===== src/rtl/cam_pkg.sv =====
// Shared constants and FSM encoding for the camera frame-capture sequencer.
package cam_pkg;

    localparam int H_PIX     = 160;
    localparam int V_LINES   = 120;
    localparam int FRAME_PIX = H_PIX * V_LINES;
    localparam int ADDR_W    = 15;

    typedef enum logic [2:0] {
        ST_IDLE,
        ST_ARM,
        ST_SYNC,
        ST_CAPT,
        ST_END
    } state_t;

endpackage


===== src/rtl/cam_frame_ctrl_if.sv =====
// Pixel-in / frame-RAM-out bus of the capture sequencer.
interface cam_frame_ctrl_if
    import cam_pkg::*;
#(
    parameter int AW = ADDR_W
);
    logic          px_we_in;
    logic [7:0]    px_data_in;
    logic          ram_we;
    logic [AW:0]   ram_addr;
    logic [7:0]    ram_data;

    modport master (
        output px_we_in, px_data_in,
        input  ram_we, ram_addr, ram_data
    );

    modport slave (
        input  px_we_in, px_data_in,
        output ram_we, ram_addr, ram_data
    );
endinterface


===== src/rtl/cam_sync_edge.sv =====
// Registers VSync/Href once and derives the frame and line edge strobes.
module cam_sync_edge (
    input  logic Pclk,
    input  logic rst,
    input  logic i_vsync,
    input  logic i_href,
    output logic o_vs_rise,
    output logic o_vs_fall,
    output logic o_hr_rise
);
    logic r_vs_q;
    logic r_hr_q;

    always_ff @(posedge Pclk) begin
        if (rst) begin
            r_vs_q <= 1'b0;
            r_hr_q <= 1'b0;
        end else begin
            r_vs_q <= i_vsync;
            r_hr_q <= i_href;
        end
    end

    assign o_vs_rise = i_vsync & ~r_vs_q;
    assign o_vs_fall = ~i_vsync & r_vs_q;
    assign o_hr_rise = i_href & ~r_hr_q;
endmodule


===== src/rtl/cam_frame_ctrl.sv =====
// Frame-capture sequencer: aligns to VSync, writes one double-buffered bank,
// and hands the bank to the display only after a complete, well-formed frame.
module cam_frame_ctrl #(
    parameter int H_PIX   = cam_pkg::H_PIX,
    parameter int V_LINES = cam_pkg::V_LINES,
    parameter int ADDR_W  = cam_pkg::ADDR_W
) (
    input  logic                Pclk,
    input  logic                rst,
    input  logic                start,
    input  logic                cont,
    input  logic                VSync,
    input  logic                Href,
    cam_frame_ctrl_if.slave     bus,
    output logic                disp_bank,
    output logic                busy,
    output logic                frame_done,
    output logic                frame_err
);
    import cam_pkg::*;

    localparam int PW = $clog2(H_PIX + 1);
    localparam int LW = $clog2(V_LINES + 2);
    localparam logic [ADDR_W:0] C_FRAME = (ADDR_W + 1)'(H_PIX * V_LINES);

    state_t              r_state;
    state_t              w_state_nxt;
    logic                r_wr_bank;
    logic                r_disp_bank;
    logic [ADDR_W:0]     r_wr_addr;
    logic [PW-1:0]       r_pix_in_line;
    logic [LW-1:0]       r_line_cnt;
    logic                r_err;
    logic                r_ram_we;
    logic [ADDR_W:0]     r_ram_addr;
    logic [7:0]          r_ram_data;
    logic                r_frame_done;
    logic                r_frame_err;

    logic                w_vs_rise;
    logic                w_vs_fall;
    logic                w_hr_rise;
    logic [PW-1:0]       w_pix_eff;
    logic [LW-1:0]       w_line_eff;
    logic                w_strobe;
    logic                w_accept;
    logic                w_good;

    function automatic logic [LW-1:0] sat_inc(input logic [LW-1:0] v);
        return (&v) ? v : v + LW'(1);
    endfunction

    cam_sync_edge u_edge (
        .Pclk      (Pclk),
        .rst       (rst),
        .i_vsync   (VSync),
        .i_href    (Href),
        .o_vs_rise (w_vs_rise),
        .o_vs_fall (w_vs_fall),
        .o_hr_rise (w_hr_rise)
    );

    // A strobe coinciding with the line start belongs to the new line.
    assign w_pix_eff  = w_hr_rise ? '0 : r_pix_in_line;
    assign w_line_eff = w_hr_rise ? sat_inc(r_line_cnt) : r_line_cnt;
    assign w_strobe   = (r_state == ST_CAPT) & bus.px_we_in & Href & ~VSync;
    assign w_accept   = w_strobe & (w_pix_eff < PW'(H_PIX))
                      & (w_line_eff <= LW'(V_LINES)) & (r_wr_addr < C_FRAME);
    assign w_good     = (r_wr_addr == C_FRAME) & (r_line_cnt == LW'(V_LINES)) & ~r_err;

    always_ff @(posedge Pclk) begin
        if (rst) r_state <= ST_IDLE;
        else     r_state <= w_state_nxt;
    end

    always_comb begin
        w_state_nxt = r_state;
        case (r_state)
            ST_IDLE: if (start || cont) w_state_nxt = ST_ARM;
            ST_ARM:  if (VSync)         w_state_nxt = ST_SYNC;
            ST_SYNC: if (w_vs_fall)     w_state_nxt = ST_CAPT;
            ST_CAPT: if (w_vs_rise)     w_state_nxt = ST_END;
            ST_END:  w_state_nxt = cont ? ST_SYNC : ST_IDLE;
            default: w_state_nxt = ST_IDLE;
        endcase
    end

    always_ff @(posedge Pclk) begin
        if (rst) begin
            r_wr_bank     <= 1'b0;
            r_disp_bank   <= 1'b1;
            r_wr_addr     <= '0;
            r_pix_in_line <= '0;
            r_line_cnt    <= '0;
            r_err         <= 1'b0;
            r_ram_we      <= 1'b0;
            r_ram_addr    <= '0;
            r_ram_data    <= '0;
            r_frame_done  <= 1'b0;
            r_frame_err   <= 1'b0;
        end else begin
            r_ram_we     <= w_accept;
            r_frame_done <= 1'b0;
            r_frame_err  <= 1'b0;
            if (w_accept) begin
                r_ram_addr <= {r_wr_bank, r_wr_addr[ADDR_W-1:0]};
                r_ram_data <= bus.px_data_in;
            end
            case (r_state)
                ST_SYNC: begin
                    if (w_vs_fall) begin
                        r_wr_addr     <= '0;
                        r_pix_in_line <= '0;
                        r_line_cnt    <= '0;
                        r_err         <= 1'b0;
                    end
                end
                ST_CAPT: begin
                    r_line_cnt    <= w_line_eff;
                    r_pix_in_line <= w_pix_eff + PW'(w_accept);
                    if (w_accept)             r_wr_addr <= r_wr_addr + (ADDR_W + 1)'(1);
                    if (w_strobe && !w_accept) r_err    <= 1'b1;
                end
                ST_END: begin
                    // Failed frames keep the bank so the next frame overwrites it.
                    if (w_good) begin
                        r_frame_done <= 1'b1;
                        r_disp_bank  <= r_wr_bank;
                        r_wr_bank    <= ~r_wr_bank;
                    end else begin
                        r_frame_err  <= 1'b1;
                    end
                end
                default: ;
            endcase
        end
    end

    assign bus.ram_we   = r_ram_we;
    assign bus.ram_addr = r_ram_addr;
    assign bus.ram_data = r_ram_data;
    assign disp_bank    = r_disp_bank;
    assign busy         = (r_state != ST_IDLE);
    assign frame_done   = r_frame_done;
    assign frame_err    = r_frame_err;
endmodule

===== src/flat_wrapper.sv =====
// flat-port wrapper written by rule: the top's interface ports become plain ports
module cam_frame_ctrl_flat import cam_pkg::*;
#(
    parameter int H_PIX   = cam_pkg::H_PIX,
    parameter int V_LINES = cam_pkg::V_LINES,
    parameter int ADDR_W  = cam_pkg::ADDR_W
)
  (Pclk, rst, start, cont, VSync, Href, disp_bank, busy, frame_done, frame_err, bus_px_we_in, bus_px_data_in, bus_ram_we, bus_ram_addr, bus_ram_data);
  cam_frame_ctrl_if bus_i ();
  input  logic Pclk;
  input  logic rst;
  input  logic start;
  input  logic cont;
  input  logic VSync;
  input  logic Href;
  output logic disp_bank;
  output logic busy;
  output logic frame_done;
  output logic frame_err;
  input wire logic [$bits(bus_i.px_we_in)-1:0] bus_px_we_in;
  input wire logic [$bits(bus_i.px_data_in)-1:0] bus_px_data_in;
  output wire logic [$bits(bus_i.ram_we)-1:0] bus_ram_we;
  output wire logic [$bits(bus_i.ram_addr)-1:0] bus_ram_addr;
  output wire logic [$bits(bus_i.ram_data)-1:0] bus_ram_data;
  assign bus_i.px_we_in = bus_px_we_in;
  assign bus_i.px_data_in = bus_px_data_in;
  assign bus_ram_we = bus_i.ram_we;
  assign bus_ram_addr = bus_i.ram_addr;
  assign bus_ram_data = bus_i.ram_data;
  cam_frame_ctrl #(.H_PIX(H_PIX), .V_LINES(V_LINES), .ADDR_W(ADDR_W)) u_core (.Pclk(Pclk), .rst(rst), .start(start), .cont(cont), .VSync(VSync), .Href(Href), .bus(bus_i), .disp_bank(disp_bank), .busy(busy), .frame_done(frame_done), .frame_err(frame_err));
endmodule

===== config.mk =====
export PLATFORM = sky130hd
export DESIGN_NAME = cam_frame_ctrl_flat
export DESIGN_NICKNAME = d
export VERILOG_FILES = /design/src/rtl/cam_pkg.sv /design/src/rtl/cam_frame_ctrl_if.sv /design/src/rtl/cam_sync_edge.sv /design/src/rtl/cam_frame_ctrl.sv /design/src/flat_wrapper.sv
export SDC_FILE = /design/constraint.sdc
export NUM_CORES = 1
export LEC_CHECK = 0
export ABC_AREA = 1
export CAP_MARGIN = 20
export CORE_MARGIN = 3
export CORE_UTILIZATION = 59
export DETAILED_ROUTE_END_ITERATION = 8
export PLACE_DENSITY = 0.93
export SYNTH_ARGS = -nofsm -noshare
export SYNTH_HDL_FRONTEND = slang
export SYNTH_SLANG_ARGS = --single-unit

===== constraint.sdc =====
create_clock -name Pclk -period 5.9 [get_ports Pclk]
set_clock_uncertainty 0.1 [all_clocks]
set_input_delay 1.18 -clock Pclk [delete_from_list [all_inputs] [get_ports Pclk]]
set_output_delay 1.18 -clock Pclk [all_outputs]
set_load 0.02 [all_outputs]

==> impl_metrics.csv <==
group,metric,value,unit
critical_path,slowest_delay,0.53,ns
finish,antenna_cells,0,
power,p_leak,1.350,nW
route,drt-total-wl,8181,um
place,hpwl,5450,um
critical_path,crit_fanout,36,
synthesis,synth_edf_count,0,
timing,drv_slew,0,
route,drt-vias-per-instance,5.613,
timing,setup_viol,0,
critical_path,path_common_cell,"nand2_1",
global_route,grt_pass1_vias,3048,
critical_path,crit_arrival,4.29,ns
die,die_width,80.70,um
die,rows,26,
place,portBuffers,43,
finish,area_growth,18.43,%
route,vias,3233,
clocking,cts_max_level,3,
synthesis,ys_seq_area_share,40.14,%
global_route,antenna_found_initial,0,
die,die_h,80.70,um
global_route,grt_pass1_wl,13540,um
route,post_drt_wl_per_cell,14.20,um
power,ir_drop,0.1451,mV
clocking,cts_tree,"yes",
timing,setup_ws,1.719,ns
die,initial_core_util,62.85,%
clocking,cts_hold_buf,0,
timing,finalCritPeriodShare,70.86,%
place,place_congestion,0.9392,
route,initialDrtViolationCount,338,
timing,whs,0.3728,ns
power,pwr_density_cell,251.1,nW/um2
die,ios,44,
min_path,hold_path.class,"flip-flop to flip-flop",
timing,fmax,239.2,MHz
critical_path,path_cells,"clkdlybuf4s50_1, inv_2, nor2_4, nand2_1, o21ai_1, nand2_1, nor2_2, nand2_2, nand2_4, clkinv_2, ha_1, ha_1, inv_1, nor2_1, nand2_1, nor2_1, nand2_1, a21oi_1, o21ai_0, a21oi_1",
clocking,cts_setup_buffers,0,
synthesis,synth_area,3292,um2
clocking,clk_pin_slew,0.08,ns
critical_path,cp_data_required_time,6.01,ns
finish,final_net_count,522,
clocking,cts_resized,0,
critical_path,startpoint_type,"input pin",
timing,rsz0062_at_grt,"no",
die,die-area,6512,um2
synthesis,post_synth.cell_area_avg,7.110,um2
synthesis,synth_cell_types,35,
clocking,cts_buffers,9,
critical_path,slowest_stage,"clkdlybuf4s50_1",
clocking,clockRootBuffer,"clkbuf_8",
global_route,grt_start_max_net_pins,38,
run_status,outcome,"complete, no violations",
synthesis,syn_inst,463,
synthesis,synth_top_area_share,40.14,%
synthesis,ys_ff_latch,66,
synthesis,ys_warn_count,0,
synthesis,synth_flop_cell,"dfxtp_1",
die,core,5238,um2
synthesis,async_flop_share,0,%
clocking,clock_latency,0.35,ns
timing,fin_setup_tns,0,ns
synthesis,synth.net_count,484,
critical_path,criticalPathCategory,"input pin to flip-flop",
route,drc,0,
global_route,grt.overflow.total,0,
critical_path,end_kind,"flip-flop",
clocking,clkSinkCount,66,
global_route,grtUsageTotal,26.63,%
finish,drive_above_1_share,10.08,%
clocking,clk_path_buf_depth,2,
timing,finalCriticalPeriod,4.181,ns
finish,fillCellCount,376,
timing,max_slew.worst_pin.slew,0.7246,ns
flow_run,maxCapViolCount,0,
route,drtAntennaViolNets,0,
timing,relSlewSlack,51.64,%
synthesis,synthTopCellsByArea,"dfxtp_1 40%, nand2_1 9.2%, nor2_1 7.6%",
synthesis,synth_top_cell_by_area,"dfxtp_1",
place,dpl_worst_slack,1.371,ns
route,firstDrtPassIters,5,
timing,hold_viol,0,
==> path summary, 6_finish.rpt <==
path	startpoint	endpoint	slack, ns	cells past startpoint
worst max register to register	u_core.r_state[0]	u_core.r_pix_in_line[6]	2.47	16
worst max-delay path	Href	u_core.r_pix_in_line[6]	1.72	20
worst min register to register	u_core.r_wr_bank	u_core.r_wr_bank	0.37	2
worst min-delay path	u_core.r_wr_bank	u_core.r_wr_bank	0.37	2
==> layout by cell type, fill, tap and decap left out, types with 2 or more instances in the layout <==
cell / Yosys / layout
nand3_1: 38 / 38
o211ai_1: 3 / 3
clkdlybuf4s50_1: 0 / 43
o21ai_1: 5 / 5
ha_1: 6 / 6
clkinv_4: 0 / 2
a21oi_1: 41 / 41
xor2_1: 10 / 10
clkinv_2: 1 / 3
nor2_2: 4 / 4
o21ai_0: 25 / 25
clkbuf_8: 0 / 10
nand4_1: 8 / 8
nand2_2: 10 / 10
clkinvlp_4: 0 / 2
nand3b_1: 3 / 3
dfxtp_1: 66 / 66
nor2_1: 67 / 67
nor3_1: 10 / 10
nand2_1: 81 / 81
a21oi_2: 8 / 8
buf_4: 2 / 2
inv_2: 4 / 4
inv_1: 41 / 41
nand2_4: 3 / 3
nor4_1: 3 / 3
==> layer usage <==
metal	global-route usage (%)	up-vias	share of wire (%)
li1	-	1588	-
met1	33.17	1482	44
met2	43.87	135	47
met3	4.821	28	6.8
met4	13.34	0	2.5
met5	0	-	0
==> worst max-delay path: cells and delay by family <==
| family | cells | cell delay (ns) |
|---|---|---|
| buffers and inverters | 4 | 1.08 |
| AOI/OAI and AO/OA | 4 | 0.42 |
| and+or+nand+nor | 10 | 1.04 |
| adders and majority gates | 2 | 0.58 |
==> logic make-up after synthesis <==
kind of cell             after synthesis  synth area share, %
buffers and inverters                 64                8.513
flip-flops                            66                40.14
adder cells (fa/ha/maj)                6                2.280
AND/OR/NAND/NOR                      231                31.70
XOR/XNOR                              10                2.660
AO/OA/AOI/OAI                         86                14.71
==> registers in the layout, indices dropped and copies added, names as in the netlist <==
register,flops
u_core.bus.ram_addr,16
u_core.r_wr_addr,16
u_core.bus.ram_data,8
u_core.r_pix_in_line,8
u_core.r_line_cnt,7
u_core.r_state,3
u_core.bus.ram_we,1
u_core.disp_bank,1
u_core.frame_done,1
u_core.frame_err,1
u_core.r_err,1
u_core.r_wr_bank,1
u_core.u_edge.r_hr_q,1
u_core.u_edge.r_vs_q,1
==> layout make-up <==
| cell class | instances | area [um2] | share of cell area [%] |
|---|---|---|---|
| clock buffers | 10 | 137.6 | 3.530 |
| clock inverters | 6 | 42.54 | 1.091 |
| inverters | 46 | 173.9 | 4.461 |
| multi-input cells | 333 | 1690 | 43.36 |
| flip-flops and latches | 66 | 1321 | 33.89 |
| well taps | 70 | 87.58 | 2.246 |
| repair buffers | 45 | 445.4 | 11.42 |
==> Yosys cell counts (3+ instances only) <==
cell type and instances:
inv_2 4, o211ai_1 3, nor4_1 3, nand2_1 81
a21oi_1 41, nand2_2 10, o21ai_0 25, nand2_4 3
xor2_1 10, nand4_1 8, a21oi_2 8, nor2_2 4
ha_1 6, nor3_1 10, nand3b_1 3, o21ai_1 5
dfxtp_1 66, inv_1 41, clkbuf_1 8, nand3_1 38
buf_2 4, nor2_1 67
==> power breakdown <==
group          switching [mW]  internal [mW]
clock network           0.183          0.164
logic                   0.106         0.0549
registers              0.0135          0.458
==> per-stage QoR <==
step | power [mW] | instances | cell area, um2 | util, %
6_report | 0.9790 | 576 | 3899 | 74.44
4_1_cts | 0.9755 | 576 | 3899 | 74.44
3_3_place_gp | 0.6353 | 560 | 3719 | 71.00
2_1_floorplan | 0.5939 | 463 | 3292 | -
5_1_grt | 1.017 | 576 | 3899 | 74.44
3_5_place_dp | 0.6410 | 560 | 3719 | 71.00
No activity file was read; power rests on OpenSTA's default activity.
